[src/rtl/mdr_ctrl.sv]
// Memory data register with a memory read/write handshake controller and load extraction.
// Optional define MDR_BYPASS_EN adds a combinational read-data forward path (rd_fwd, rd_fwd_valid).
module mdr_ctrl #(
  parameter int unsigned DATA_W  = 32,
  parameter int unsigned TIMEOUT = 15,
  parameter int unsigned TO_W    = 4,
  localparam int unsigned OFF_W  = $clog2(DATA_W/8)
) (
  input  logic              clk,
  input  logic              clr,
  input  logic [DATA_W-1:0] busMuxOut,
  input  logic              MDRin,
  input  logic              read_req,
  input  logic              write_req,
  input  logic [1:0]        size,
  input  logic              sext,
  input  logic [OFF_W-1:0]  byte_off,
  input  logic [DATA_W-1:0] mem_rdata,
  input  logic              mem_rvalid,
  input  logic              mem_ready,
  output logic              mem_rd,
  output logic              mem_wr,
  output logic [DATA_W-1:0] mem_wdata,
  output logic [DATA_W-1:0] MDRout,
  output logic              busy,
  output logic              done,
  output logic              err
`ifdef MDR_BYPASS_EN
  ,
  output logic [DATA_W-1:0] rd_fwd,
  output logic              rd_fwd_valid
`endif
);

  typedef enum logic [1:0] {IDLE, RD_WAIT, WR_WAIT} state_t;

  state_t            state;
  logic [TO_W-1:0]   cnt;
  logic [7:0]        b_lane;
  logic [15:0]       h_lane;
  logic [DATA_W-1:0] ext;
  logic              expired;

  // Lane select plus sign/zero extension of the memory read word
  always_comb begin
    b_lane = 8'(mem_rdata >> {byte_off, 3'b000});
    h_lane = 16'(mem_rdata >> {byte_off[OFF_W-1:1], 4'b0000});
    case (size)
      2'b00:   ext = {{(DATA_W-8){sext & b_lane[7]}}, b_lane};
      2'b01:   ext = {{(DATA_W-16){sext & h_lane[15]}}, h_lane};
      default: ext = mem_rdata;
    endcase
  end

  assign expired = (cnt == TO_W'(TIMEOUT));

  always_ff @(posedge clk) begin
    if (clr) begin
      state  <= IDLE;
      cnt    <= '0;
      MDRout <= '0;
      done   <= 1'b0;
      err    <= 1'b0;
    end else begin
      done <= 1'b0;
      case (state)
        IDLE: begin
          if (read_req) begin
            state <= RD_WAIT;
            cnt   <= '0;
          end else if (write_req) begin
            state <= WR_WAIT;
            cnt   <= '0;
          end else if (MDRin) begin
            MDRout <= busMuxOut;
          end
        end
        RD_WAIT: begin
          if (mem_rvalid) begin
            MDRout <= ext;
            done   <= 1'b1;
            state  <= IDLE;
          end else if (expired) begin
            err   <= 1'b1;
            state <= IDLE;
          end else begin
            cnt <= cnt + TO_W'(1);
          end
        end
        WR_WAIT: begin
          // MDRout stays frozen so mem_wdata is stable for the whole write
          if (mem_ready) begin
            done  <= 1'b1;
            state <= IDLE;
          end else if (expired) begin
            err   <= 1'b1;
            state <= IDLE;
          end else begin
            cnt <= cnt + TO_W'(1);
          end
        end
        default: state <= IDLE;
      endcase
    end
  end

  assign busy      = (state != IDLE);
  assign mem_rd    = (state == RD_WAIT);
  assign mem_wr    = (state == WR_WAIT);
  assign mem_wdata = MDRout;

`ifdef MDR_BYPASS_EN
  assign rd_fwd       = ext;
  assign rd_fwd_valid = (state == RD_WAIT) && mem_rvalid;
`endif

endmodule
[config.mk]
export PLATFORM = sky130hd
export DESIGN_NAME = mdr_ctrl
export DESIGN_NICKNAME = d
export VERILOG_FILES = /design/src/rtl/mdr_ctrl.sv
export SDC_FILE = /design/constraint.sdc
export NUM_CORES = 1
export LEC_CHECK = 0
export ABC_CLOCK_PERIOD_IN_PS = 2100
export BUFFER_PORTS_ARGS = -buffer_cell sky130_fd_sc_hd__buf_4
export CELL_PAD_IN_SITES_DETAIL_PLACEMENT = 0
export CELL_PAD_IN_SITES_GLOBAL_PLACEMENT = 1
export CORE_ASPECT_RATIO = 0.9
export CORE_MARGIN = 4
export CORE_UTILIZATION = 32
export DETAILED_ROUTE_END_ITERATION = 7
export GPL_ROUTABILITY_DRIVEN = 0
export PLACE_DENSITY_LB_ADDON = 0.05
export SLEW_MARGIN = 10
export SYNTH_ARGS = -nofsm -noshare
export SYNTH_HDL_FRONTEND = slang
export SYNTH_SLANG_ARGS = --single-unit
export TNS_END_PERCENT = 30
[constraint.sdc]
create_clock -name clk -period 2.1 [get_ports clk]
set_clock_uncertainty 0.05 [all_clocks]
set_input_delay 0.63 -clock clk [delete_from_list [all_inputs] [get_ports clk]]
set_output_delay 0.63 -clock clk [all_outputs]
set_load 0.01 [all_outputs]
* Yosys cells after proc, flatten, opt, wreduce, memory -nomap -nowiden
Cells that the tools add are included.
** Storage, ports and cells
- Bits in registers :: 40
- Bits in latches :: 0
- Memory bits (writable) :: 0
- Bits in read-only memories :: 0
- Bits of input ports :: 76
- Output and inout port bits :: 69
- Logic and storage cells :: 55
- Memories kept :: 0
** Operators by class
- $add $sub $neg :: 1
- $mul :: 0
- Divide/modulo/power cells :: 0
- Magnitude comparators :: 0
- Equal/unequal tests :: 11
- Shifts and indexed selects :: 2
- Mux-type cells :: 25
- Bitwise gates (word level) :: 2
- Reductions and logical operators :: 9
** Operators by type and width (count)
- two-way mux 32 bit :: 4
- one-hot mux 32 bit (2 select lines) :: 2
- right shift 32 x 5 -> 16 bit :: 1
- right shift 32 x 5 -> 8 bit :: 1
- two-way mux 4 bit :: 5
- inequality test 2 bit, second input constant :: 6
- one-hot mux 4 bit (3 select lines) :: 1
- two-way mux 2 bit :: 5
- one-hot mux 2 bit (3 select lines) :: 1
- nonzero test 2 bit :: 3
- two-way mux 1 bit :: 5
- AND reduction 5 bit :: 1
- adder 4 x 1 -> 4 bit, second input constant :: 1
- == test 2 x 1 -> 1 bit, second input constant :: 2
- == test 4 bit, second input constant :: 1
- zero test 2 bit :: 2
- one-hot mux 1 bit (2 select lines) :: 2
- AND reduction 4 bit :: 1
- inequality test 3 bit, second input constant :: 1
- AND reduction 3 bit :: 1
- nonzero test 3 bit :: 1
- AND 1 bit :: 2
- == test 2 bit, second input constant :: 1

* Longest topological paths before layout
- Depth in word-level cells :: 5
- Depth in mapped cells :: 8
- Mapped depth without buffers :: 6

* Worst setup path before layout
OpenSTA, ideal clock, no wires.
- Path type :: input-to-reg
- Start point :: in read_req
- End point :: reg MDRout[17]
- Setup time :: 0.134 ns
- Arrival :: 1.770 ns
- Required time :: 1.916 ns
- Path slack :: 0.146 ns
- Stages :: 5
- Buffers on the path :: 1
- Path through :: or3b_4 > a21o_4 > a41oi_4 > buf_6 > a211oi_1
** On the way
- Longest elaborated chain between the ends :: 2
** Ends and longest elaborated chain
- start, declared :: line 13 : input logic read_req,
- inequality test 2 bit (no source line)
- AND reduction 5 bit (no source line)
- end signal, assigned :: line 75 : MDRout <= busMuxOut;
- end signal, assigned :: line 80 : MDRout <= ext;
- end, declared :: line 24 : output logic [DATA_W-1:0] MDRout,
No other way between the ends.
A chain may end at the register's enable or synchronous reset.

* Worst setup path after layout
- Start point :: reg state[1]
- End point :: out mem_rd
** On the way
- Longest elaborated chain between the ends :: 1
** Ends and longest elaborated chain
- start, declared :: line 37 : state_t state;
- start signal, assigned :: line 59 : state <= IDLE;
- start signal, assigned :: line 69 : state <= RD_WAIT;
- start signal, assigned :: line 72 : state <= WR_WAIT;
- == test 2 x 1 -> 1 bit :: line 108 : assign mem_rd = (state == RD_WAIT);
- end, declared :: line 21 : output logic mem_rd,
No other way between the ends.

==> summary.md <==
| Metric | Value |
|---|---|
| ANT cells | `0` |
| Max Freq | `498 MHz` |
| Most used flip-flop cell after synthesis | `sky130_fd_sc_hd__dfxtp_1` |
| Via count of the first global-routing pass | `2849` |
| Kind of start point of the critical path | `flop` |
| Post-synthesis average cell area | `~8 um2` |
| Count of boundary I/O pins | `~150` |
| Shortest clock period the worst path allows after layout | `about 2.0 ns` |
| Number of distinct library cells after synthesis | `47` |
| Register area share after synthesis | `0.286` |
| Die area | `10300 um2` |
| Portion of total power attributed to the clock network | `0.224` |
| Power share of the combinational group | `0.407` |
| Power density of the placed cells | `637 nW/um2` |
| Unrepaired setup endpoints after global routing | `no` |
| Maximum buffer depth of the clock tree | `2` |
| Cell seen most often among critical-path stages | `sky130_fd_sc_hd__buf_4` |
| Final instance area | `between 3000 and 4000 um2` |
| Final hold viol count | `0` |
| Net count of the mapped netlist | `roughly 420` |
| Library cell contributing the largest single delay on the critical path | `sky130_fd_sc_hd__dfxtp_1` |
| Worst setup path startpoint | `state[1]$_SDFFE_PP0N_` |
| Critical Setup Path Class | `reg -> out` |
| Number of warnings issued by yosys | `0` |
| Power, Total | `between 2 and 2.5 mW` |
| Post-route fraction of the period consumed by the critical path | `0.956` |
| Final net count | `~540` |
| Clock tree from TritonCTS | `done` |
| Synthesized instance count | `roughly 340` |
| Setup ws final | `roughly 0.092 ns` |
| Horizontal extent of the die | `about 110 um` |
| Post-place setup slack | `-0.0604 ns` |
| Total cell area at the placement stage | `3800 um2` |
| Flip-flop and latch count after synthesis | `40` |
| Fraction of power consumed by sequential logic | `0.369` |
| Total via count in the routed design | `2939` |
| Initial DRC count | `136` |
| Clock Root Buffer | `sky130_fd_sc_hd__clkbuf_8` |
| Number of sinks handled by clock tree synthesis | `40` |
| Overall die height | `96.7 um` |
| Inserted Clock Buffers | `5` |
| Crit Path Max Fanout | `10` |
| Initial core utilization | `0.328` |
| GRT Resource Usage Total | `0.177` |
| Placed cells | `570` |
| Clock slew at reported path FFs | `0.09 ns` |
| Number of flops mapped to enable cells by yosys | `0` |
| Design internal power | `approximately 1.6 mW` |
| Latest clock arrival within the worst-skew pair | `roughly 0.30 ns` |
| Pin count of the biggest net entering global routing | `48` |
| Post-route core utilization | `0.457` |
| Final setup violation count | `0` |
| Setup repair bufs after CTS | `0` |
| Antenna violation net count after detailed routing | `0` |
| Proportion of layout cells with a drive suffix above 1 | `0.427` |
| Switching Share | `0.344` |
| HPWL after detailed placement | `7360 um` |
| CP Data Required Time | `1.42 ns` |
| Family with the most delay on the worst path | `buffers and inverters` |
| Critical R2R Launch | `state[0]$_SDFFE_PP0N_` |
| Result of the run | `complete, no violations` |
| CP Data Arrival Time | `1.33 ns` |
| Async SR Flop Fraction | `0` |
| Sum of overflow across all layers after global routing | `0` |
| Number of input and output port buffers inserted | `approximately 140` |
| Crit path capture type | `output pin` |
| List of cells traversed by the critical path | `inv_1 > ha_2 > buf_4 > buf_4` |
| Final wirelength | `9530 um` |
| Final-report max-slew violation count | `0` |
| Relative slew slack | `0.670` |
| Routed length per instance | `about 16 um` |
| Core Footprint | `8530 um2` |
| DRC violations left | `0` |
| Switch Pwr | `approximately 0.85 mW` |
| Type of the tightest min-delay check | `reg -> reg` |
| Number of instances resized during post-cts repair | `0` |
| Pin slew with the least headroom to its limit | `around 0.5 ns` |
| Via density | `~5.1` |
| Drt pass-1 iters | `4` |
| Global-route wire length before repair | `approximately 15000 um` |
| Number of antenna violations at the first check in global routing | `0` |
| CP peak stage delay | `about 0.4 ns` |
| Area growth from synthesis to final layout | `39.3%` |
| Number of standard cells in the final layout excluding fillers | `578` |
| H-tree Lvls | `2` |
| Netlist area before placement | `~2800 um2` |
| Cell Rows | `32` |
| Maximum capacitance violations | `0` |
| Source of the worst hold timing path | `err$_SDFFE_PP0P_` |
| Post-CTS Hold Buffers | `0` |
| Buffers plus inverters on the worst setup path | `3` |
| Peak supply drop | `~0.29 mV` |
| Leakage power figure | `approximately 1.7 nW` |
-- power groups by stage --
stage / Clock, mW / Sequential (mW) / Combinational (mW)
floorplan: 0 / 0.959 / 0.576
global placement: 0 / 0.933 / 1.01
detailed placement: 0 / 0.936 / 1.02
CTS: 0.579 / 0.919 / 1.02
global route: 0.597 / 0.933 / 1.09
finish: 0.556 / 0.917 / 1.01
-- synth_stat cells, types with 2 or more instances --
cell	count	area (um2)
sky130_fd_sc_hd__a21oi_1	11	55.1
sky130_fd_sc_hd__nand3b_1	8	60.1
sky130_fd_sc_hd__a221oi_1	15	131
sky130_fd_sc_hd__a211oi_1	16	120
sky130_fd_sc_hd__nor3_1	2	10.0
sky130_fd_sc_hd__o221ai_1	7	61.3
sky130_fd_sc_hd__nor2b_1	7	43.8
sky130_fd_sc_hd__nand2_1	56	210
sky130_fd_sc_hd__inv_1	9	33.8
sky130_fd_sc_hd__nand2b_1	3	18.8
sky130_fd_sc_hd__o21ai_0	20	100
sky130_fd_sc_hd__clkbuf_1	10	37.5
sky130_fd_sc_hd__o2111ai_1	2	17.5
sky130_fd_sc_hd__dfxtp_1	40	801
sky130_fd_sc_hd__buf_6	5	56.3
sky130_fd_sc_hd__mux2i_1	7	70.1
sky130_fd_sc_hd__or3_1	2	12.5
sky130_fd_sc_hd__and3_1	2	12.5
sky130_fd_sc_hd__o41ai_1	8	70.1
sky130_fd_sc_hd__clkbuf_8	2	27.5
sky130_fd_sc_hd__ha_1	5	62.6
sky130_fd_sc_hd__nand3_1	2	10.0
sky130_fd_sc_hd__buf_2	6	30.0
sky130_fd_sc_hd__o22ai_1	2	12.5
sky130_fd_sc_hd__nor2_1	29	109
sky130_fd_sc_hd__mux2_2	14	158
sky130_fd_sc_hd__buf_4	33	248
-- registers in the layout (all words and copies together) (netlist names) --
name	count
MDRout	32
cnt	4
state	2
done	1
err	1
-- layout by cell type, fill, tap and decap left out, types with 3 or more instances in the layout --
cell type                    n
sky130_fd_sc_hd__a221oi_1   15
sky130_fd_sc_hd__nand3b_1    8
sky130_fd_sc_hd__inv_1       9
sky130_fd_sc_hd__nand2_1    56
sky130_fd_sc_hd__nor2_1     29
sky130_fd_sc_hd__ha_1        4
sky130_fd_sc_hd__dfxtp_1    40
sky130_fd_sc_hd__nand2b_1    3
sky130_fd_sc_hd__a211oi_1   16
sky130_fd_sc_hd__o221ai_1    7
sky130_fd_sc_hd__o41ai_1     8
sky130_fd_sc_hd__a21oi_1    11
sky130_fd_sc_hd__mux2i_1     7
sky130_fd_sc_hd__mux2_2     14
sky130_fd_sc_hd__o21ai_0    20
sky130_fd_sc_hd__nor2b_1     7
sky130_fd_sc_hd__clkbuf_8    6
sky130_fd_sc_hd__buf_4     163
-- final cells by class --
class                   instances  area, um2
flip-flops and latches         40        801
multi-input cells             237       1560
well taps                     119        149
clock inverters                 1       7.51
clock buffers                   7       86.3
fillers                       865       4630
repair buffers                165       1260
inverters                       9       33.8
-- through the flow --
step | hold slack (ns) | TNS [ns]
global placement | 0.421 | -0.0465
global route | 0.468 | 0
floorplan | 0.428 | 0
detailed placement | 0.424 | -0.453
finish | 0.438 | 0
CTS | 0.444 | 0
-- per-layer routing --
metal	vias up	global-route usage	routed length, um
li1	1437	-	-
met1	1371	0.242	4320
met2	115	0.275	4260
met3	16	0.0427	756
met4	0	0.0541	199
met5	-	0	0
-- final timing paths --
check / to / slack [ns] / cells after the start
min: err$_SDFFE_PP0P_ / 0.44 / 2
max reg2reg: cnt[3]$_SDFFE_PP0P_ / 0.16 / 6
max: mem_rd / 0.09 / 4
min reg2reg: err$_SDFFE_PP0P_ / 0.44 / 2
-- tightest hold or removal path: cells and delay by family (launching register included) --
kind	cells	cell delay [ns]
flops	1	0.34
compound gates	1	0.05
simple gates	1	0.07
-- cell families after synthesis --
logic type      share of synthesized area
buf+inv                             0.158
compound gates                      0.261
simple gates                        0.191
flops                               0.286
fa+ha+maj                          0.0224
mux                                0.0814
Power figures use the tool's default switching activity.
